File: src/rtl/ldpc_ber_sweep_ctrl.sv
// Steps an LDPC BER generator through a table of (factor, offset) points. Each point ends on a
// block or error threshold. After the pipeline drains, the point's result is streamed out.
module ldpc_ber_sweep_ctrl #(
    parameter int unsigned POINTS     = 8,
    parameter int unsigned RST_CYCLES = 4,
    localparam int unsigned IW        = $clog2(POINTS)
) (
    input  logic          data_clk,
    input  logic          data_resetn,
    input  logic          start,
    input  logic          abort,
    input  logic          tbl_wr,
    input  logic [IW-1:0] tbl_addr,
    input  logic [15:0]   tbl_factor,
    input  logic [7:0]    tbl_offset,
    input  logic [4:0]    num_points,
    input  logic [63:0]   target_blocks,
    input  logic [63:0]   max_errors,
    input  logic [63:0]   finished_blocks,
    input  logic [63:0]   bit_errors,
    input  logic [31:0]   in_flight,
    output logic          en,
    output logic          sw_resetn,
    output logic [15:0]   factor,
    output logic [7:0]    offset,
    output logic          busy,
    output logic          done,
    output logic [IW-1:0] point_idx,
    output logic          res_valid,
    input  logic          res_ready,
    output logic [IW-1:0] res_idx,
    output logic [63:0]   res_blocks,
    output logic [63:0]   res_errors
);

    typedef enum logic [2:0] {StIdle, StLoad, StRun, StDrain, StReport} state_t;

    state_t        r_state;
    state_t        w_state_d;
    logic [IW-1:0] r_point_idx;
    logic [IW-1:0] w_point_idx_d;
    logic [15:0]   r_tbl_factor [POINTS];
    logic [7:0]    r_tbl_offset [POINTS];
    logic [4:0]    r_num_points;
    logic [63:0]   r_target;
    logic [63:0]   r_max_err;
    logic [7:0]    r_rst_cnt;
    logic          r_abort_pend;
    logic          r_sw_resetn;
    logic          r_done;
    logic [15:0]   r_factor;
    logic [7:0]    r_offset;
    logic [IW-1:0] r_res_idx;
    logic [63:0]   r_res_blocks;
    logic [63:0]   r_res_errors;

    logic w_start_ok;
    logic w_stop;
    logic w_last;
    logic w_drained;

    assign w_start_ok = start && !abort && (num_points != 5'd0) && (32'(num_points) <= POINTS);
    assign w_stop     = (finished_blocks >= r_target) || (bit_errors >= r_max_err);
    assign w_drained  = (in_flight == 32'd0);
    // An abort arriving in the handshake cycle itself also ends the sweep.
    assign w_last     = (5'(r_point_idx) == (r_num_points - 5'd1)) || r_abort_pend || abort;

    always_comb begin
        w_state_d     = r_state;
        w_point_idx_d = r_point_idx;
        unique case (r_state)
            StIdle: begin
                if (w_start_ok) begin
                    w_state_d     = StLoad;
                    w_point_idx_d = '0;
                end
            end
            StLoad: begin
                if (abort) begin
                    w_state_d = StDrain;
                end else if (r_rst_cnt == 8'(RST_CYCLES - 1)) begin
                    w_state_d = StRun;
                end
            end
            StRun: begin
                if (abort || w_stop) begin
                    w_state_d = StDrain;
                end
            end
            StDrain: begin
                if (w_drained) begin
                    w_state_d = StReport;
                end
            end
            StReport: begin
                if (res_ready) begin
                    if (w_last) begin
                        w_state_d = StIdle;
                    end else begin
                        w_state_d     = StLoad;
                        w_point_idx_d = r_point_idx + 1'b1;
                    end
                end
            end
            default: w_state_d = StIdle;
        endcase
    end

    always_ff @(posedge data_clk or negedge data_resetn) begin
        if (!data_resetn) begin
            for (int i = 0; i < int'(POINTS); i++) begin
                r_tbl_factor[i] <= '0;
                r_tbl_offset[i] <= '0;
            end
        end else if (r_state == StIdle && tbl_wr) begin
            r_tbl_factor[tbl_addr] <= tbl_factor;
            r_tbl_offset[tbl_addr] <= tbl_offset;
        end
    end

    always_ff @(posedge data_clk or negedge data_resetn) begin
        if (!data_resetn) begin
            r_state      <= StIdle;
            r_point_idx  <= '0;
            r_num_points <= '0;
            r_target     <= '0;
            r_max_err    <= '0;
            r_rst_cnt    <= '0;
            r_abort_pend <= 1'b0;
            r_sw_resetn  <= 1'b0;
            r_done       <= 1'b0;
            r_factor     <= '0;
            r_offset     <= '0;
            r_res_idx    <= '0;
            r_res_blocks <= '0;
            r_res_errors <= '0;
        end else begin
            r_state     <= w_state_d;
            r_point_idx <= w_point_idx_d;
            r_sw_resetn <= (w_state_d != StLoad);
            r_done      <= (r_state == StReport) && (w_state_d == StIdle);
            r_rst_cnt   <= (r_state == StLoad && w_state_d == StLoad) ? r_rst_cnt + 8'd1 : 8'd0;

            if (r_state == StIdle && w_start_ok) begin
                r_num_points <= num_points;
                r_target     <= target_blocks;
                r_max_err    <= max_errors;
            end

            // Generator configuration is fetched on entry so it is valid for the whole LOAD.
            if (w_state_d == StLoad && r_state != StLoad) begin
                r_factor <= r_tbl_factor[w_point_idx_d];
                r_offset <= r_tbl_offset[w_point_idx_d];
            end

            if (r_state == StDrain && w_drained) begin
                r_res_idx    <= r_point_idx;
                r_res_blocks <= finished_blocks;
                r_res_errors <= bit_errors;
            end

            if (w_state_d == StIdle) begin
                r_abort_pend <= 1'b0;
            end else if (abort && r_state != StIdle) begin
                r_abort_pend <= 1'b1;
            end
        end
    end

    assign en         = (r_state == StRun);
    assign busy       = (r_state != StIdle);
    assign res_valid  = (r_state == StReport);
    assign sw_resetn  = r_sw_resetn;
    assign done       = r_done;
    assign point_idx  = r_point_idx;
    assign factor     = r_factor;
    assign offset     = r_offset;
    assign res_idx    = r_res_idx;
    assign res_blocks = r_res_blocks;
    assign res_errors = r_res_errors;

endmodule

File: config.mk
export PLATFORM = sky130hd
export DESIGN_NAME = ldpc_ber_sweep_ctrl
export DESIGN_NICKNAME = d
export VERILOG_FILES = /design/src/rtl/ldpc_ber_sweep_ctrl.sv
export SDC_FILE = /design/constraint.sdc
export NUM_CORES = 1
export LEC_CHECK = 0
export ABC_AREA = 1
export CORE_ASPECT_RATIO = 1.75
export CORE_MARGIN = 1.5
export CORE_UTILIZATION = 30
export CTS_CLUSTER_DIAMETER = 150
export DETAILED_ROUTE_END_ITERATION = 7
export HOLD_SLACK_MARGIN = 0.03
export PLACE_DENSITY_LB_ADDON = 0.2
export SLEW_MARGIN = 20
export SYNTH_ARGS = -nofsm -noshare
export SYNTH_HDL_FRONTEND = slang
export SYNTH_SLANG_ARGS = --single-unit
File: constraint.sdc
create_clock -name data_clk -period 2.8 [get_ports data_clk]
set_clock_uncertainty 0.2 [all_clocks]
set_input_delay 0.7 -clock data_clk [delete_from_list [all_inputs] [get_ports data_clk]]
set_output_delay 0.7 -clock data_clk [all_outputs]
set_load 0.005 [all_outputs]
; ---- After elaboration in Yosys (flattened, before gate mapping)
; Cells that the tools add are included.
[totals]
register_bits = 497
input_bits = 326
out_inout_bits = 163
word_cells = 99
[classes]
addsub = 3
magnitude_cmp = 6
n_eq_ne = 9
n_mux = 27
bitwise = 2
reduce_logical = 22
[ops]
columns = operator, count
row1 = bitwise mux 128 bit, 1
row2 = >= comparator 64 bit, 2
row3 = bitwise mux 64 bit, 1
row4 = binary-select mux 16 bit (select 3 bit), 1
row5 = demux 16 bit (select 3 bit), 1
row6 = 2-to-1 mux 16 bit, 3
row7 = logical NOT 32 bit, 1
row8 = 2-to-1 mux 8 bit, 4
row9 = 2-to-1 mux 3 bit, 9
row10 = binary-select mux 8 bit (select 3 bit), 1
row11 = demux 8 bit (select 3 bit), 1
row12 = case mux 3 bit (5 select lines), 1
row13 = logical AND 1 bit, 11
row14 = "adder 8 x 1 -> 8 bit, second input constant", 1
row15 = "== test 8 x 2 -> 1 bit, second input constant", 1
row16 = ">= comparator 4 bit, second input constant", 2
row17 = NOT 3 -> 4 bit, 2
row18 = "== test 3 x 1 -> 1 bit, second input constant", 2
row19 = "== test 3 x 2 -> 1 bit, second input constant", 2
row20 = logical NOT 3 bit, 2
row21 = "inequality test 3 x 1 -> 1 bit, second input constant", 2
row22 = case mux 3 bit (2 select lines), 1
row23 = == test 3 x 5 -> 1 bit, 1
row24 = "less-or-equal comparator 5 x 4 -> 1 bit, second input constant", 1
row25 = other kinds (10), 15

; ---- Longest topological paths before layout
[depth]
word_depth = 11
mapped_depth = 22
depth_no_buf = 21

; ---- Least setup slack after synthesis
; No wires, ideal clock.
[synth_path]
path_type = in2reg
from = input port finished_blocks[63]
to = register r_factor[0] (netlist: factor[0])
setup_ns = 0.117
arrival_time_ns = 2.348
t_required_ns = 2.483
slack_ns = 0.134
stages = 17
n_path_buf = 1
cell_sequence = ha_1 -> nand2_1 -> nor2_1 -> nand2_1 -> nor2_1 -> nand3_1 -> nor2_1 -> nor2_1 -> nand2_1 -> nor2_1 -> nand3_1 -> nand2_1 -> a21oi_2 -> nand2_2 -> buf_2 -> nand2_1 -> nand2_1
[synth_between]
elab_chain_len = 7
[synth_lines]
columns = item, line
row1 = "start, declared", 19  ; input logic [63:0] finished_blocks,
row2 = >= comparator 64 bit, 63  ; assign w_stop = (finished_blocks >= r_target) || (bit_errors >= r_max_err);
row3 = logical OR 1 bit, 63
row4 = logical OR 1 bit, 86  ; if (abort || w_stop) begin
row5 = 2-to-1 mux 3 bit, 86
row6 = case mux 3 bit (5 select lines), 71  ; unique case (r_state)
row7 = == test 3 x 1 -> 1 bit, 151  ; if (w_state_d == StLoad && r_state != StLoad) begin
row8 = logical AND 1 bit, 151
row9 = "end signal, assigned", 152  ; r_factor <= r_tbl_factor[w_point_idx_d];
row10 = "end, declared", 51  ; logic [15:0] r_factor;
; No other way between the ends.
; A chain may end at the register's enable or synchronous reset.

; ---- Worst setup path after layout
[layout_path]
from = input port bit_errors[16]
to = register r_factor[1] (netlist: factor[1])
[layout_between]
elab_chain_len = 7
[layout_lines]
columns = item, line
row1 = "start, declared", 20  ; input logic [63:0] bit_errors,
row2 = >= comparator 64 bit, 63
row3 = logical OR 1 bit, 63
row4 = logical OR 1 bit, 86
row5 = 2-to-1 mux 3 bit, 86
row6 = case mux 3 bit (5 select lines), 71
row7 = == test 3 x 1 -> 1 bit, 151
row8 = logical AND 1 bit, 151
; No other way between the ends.

==> metrics.txt <==
status=finished with violations; failing checks=setup timing; Worst Setup Slack, final=-0.107 ns; post-synthesis adder-cell area fraction=0.0669; critical path peak fanout=6; Setup crit start kind=input port; total number of vias=21,000; Slew Limit Fails=0; initial DRC count=1,319; starting density of the core=0.303; final antenna-violating net count=0; Rel. slew slack=0.313; RSZ-0062 raised after global routing=yes; Clock Latency Late Sink=0.61 ns; Post-Syn Instances=2,801; Max Clk Rate=344 MHz; largest net degree at the start of global routing=93; sequential share of the synthesized area=0.508; GRT Overall Usage=0.205; CTS Sinks=between 400 and 500; Fin. Hold Viols=0; die width=between 200 and 250 um; Placed Cells=4,341; fin util=0.426; Post-Layout Cell Count=between 4,000 and 5,000; Avg Synthesized Cell Area=slightly below 9 um2; CTS root buffer=clkbuf_16; largest family of logic cells by synthesized area=simple AND/OR/NAND/NOR gates; Final setup viols=12; Longest Clk Path Bufs=3; setup TNS=-1.18 ns; max_cap viols=0; Power Density=about 880 nW/um2; I/O Buffers=488; Pleak=between 15 and 20 nW; GPL Wtd Cong=slightly below 0.9; area grow syn2layout=40.7%; post-synthesis net count=approximately 3,300; final worst-path cycle share=1.04; count leader, synth=nand2_1; data required time at the worst endpoint=approximately 3.1 ns; GRT overflow=0; Die ar.=around 83,000 um2; Overall Power=around 30 mW; initial antenna violation count=37; Synth cell types=36; WL final=just under 90,000 um; FILL cells=between 8,000 and 9,000; Simple-Gate Fraction of Synth Area=0.191; CP Data Arrival Time=approximately 3.2 ns; DIE HEIGHT=between 300 and 400 um; synthesized flop and latch total=497; dpl hpwl=63,500 um; Crit Path Class=in -> reg; Post-Syn Area=~24,000 um2; area post-placement=about 31,000 um2; Most used DFF post-synth=dfrtp_1; Period minus WS final=2.91 ns; CTS H-tree depth=2; compound-gate portion of the synthesized area=0.0851; post-synthesis mux area share=0.0579; Worst setup EP type=register; core area=a little over 80,000 um2; total iterations of the first detailed-routing run=5; # nets final=around 3,800; drt wl/cell=between 15 and 20 um; Post-synth top cells=693 x nand2_1, 497 x dfrtp_1, 395 x inv_1; layout cells sized above 1=0.165; xor/xnor share of the synthesized area=0.000715; vias per inst=between 4 and 5; Post-synth ARST share=1.00; CTS tree=built; Clock transition at path regs=around 0.06 ns; area share of the leading cell type in the synthesized netlist=0.508; hold_ws=about 0.18 ns; Worst IR Drop VDD=~0.63 mV; top post-synthesis cells by area=dfrtp_1 51%, nand2_1 11%, o21ai_0 6.7%, ha_1 6.7%, inv_1 6.1%; via count of the first global-routing pass=around 21,000; cell area after layout=between 30,000 and 40,000 um2; HP Class=in -> reg; pre-CTS setup slack=-1.19 ns; # DRC=0; row cnt=roughly 140; first-pass GRT wire length=about 130,000 um; area leader, netlist=dfrtp_1; io pins=around 490; CTS Buf Count=slightly above 50; number of synthesized flops with an enable pin=0; Slew @ Worst Pin=1.02 ns; Ys Warns=0
-- sequential cells by signal, indices dropped and copies added, names as in the netlist, 16 cells and up --
signal / flops
r_tbl_factor: 128
r_max_err: 64
r_target: 64
r_tbl_offset: 64
res_blocks: 64
res_errors: 64
factor: 16
-- cells in the final DEF, fill, tap and decap left out, types with 22 or more instances in the layout --
cell,count
dfrtp_1,496
buf_4,110
inv_2,24
buf_12,30
ha_4,30
dlygate4sd2_1,94
nand2_1,640
nand2_2,46
inv_1,371
o21ai_0,327
mux2_2,125
ha_1,101
nand3b_1,22
nor2_1,62
clkdlybuf4s50_1,373
clkbuf_16,57
a21oi_1,47
nand3_1,242
-- worst max-delay path, cell delays in order --
cell and delay, ns:
clkdlybuf4s50_1 0.45, ha_1 0.33, nand3_2 0.12, nor3_4 0.22
nand2_1 0.08, nand2_1 0.07, nor2_1 0.04, nand2_2 0.12
nand2_4 0.09, nand3_4 0.12, nand2_4 0.08, buf_12 0.13
a21oi_4 0.14, nand2_4 0.11, buf_12 0.15, buf_16 0.14
nand2_1 0.05, nand2_1 0.05
-- path summary, 6_finish.rpt --
path | start | end | cells after the start | slack [ns]
max | bit_errors[16] | factor[1]$_DFFE_PN0P_ | 18 | -0.11
min | finished_blocks[13] | res_blocks[13]$_DFFE_PN0P_ | 2 | 0.18
max reg2reg | r_max_err[60]$_DFFE_PN0P_ | factor[1]$_DFFE_PN0P_ | 20 | -0.03
min reg2reg | r_rst_cnt[0]$_DFF_PN0_ | r_rst_cnt[0]$_DFF_PN0_ | 1 | 0.27
max in group asynchronous | data_resetn | r_tbl_factor[82]$_DFFE_PN0P_ | 3 | 1.22
min in group asynchronous | data_resetn | res_blocks[49]$_DFFE_PN0P_ | 2 | 0.37
-- kinds of logic after synthesis --
kind of cell | Yosys count
AO/OA/AOI/OAI | 408
XOR/XNOR | 2
buffers and inverters | 531
adder cells (fa/ha/maj) | 131
AND/OR/NAND/NOR | 1106
multiplexers | 126
flip-flops | 497
-- power by group --
group | internal (mW) | total (mW) | switching (mW)
registers | 9.70 | 10.6 | 0.945
clock network | 4.08 | 7.15 | 3.07
logic | 5.31 | 12.5 | 7.23
-- layout make-up --
cell class / count / area (um2) / area share
well taps: 1050 / 1310 / 0.0381
flip-flops and latches: 497 / 12400 / 0.361
multi-input cells: 1775 / 10800 / 0.313
repair buffers: 651 / 6620 / 0.192
diodes: 18 / 45.0 / 0.00131
clock buffers: 73 / 1490 / 0.0433
inverters: 398 / 1510 / 0.0438
clock inverters: 20 / 240 / 0.00697
-- per-layer routing --
layer	global-route usage	part of all wire	routed length (um)	vias up
li1	-	-	-	10200
met1	0.230	0.38	33600	10000
met2	0.357	0.50	43800	633
met3	0.0637	0.083	7340	158
met4	0.0807	0.039	3440	26
met5	0	0.0020	179	-
-- timing repair --
action | in CTS | in global routing
cloned | 5 | 8
endpoints found under the setup margin | 172 | 156
resized for setup | 209 | 117
pin swaps | 70 | 67
hold buffers | 1 | 0
endpoints found under the hold margin | 15 | 0
setup buffers | 16 | 4
Power figures use the tool's default switching activity.
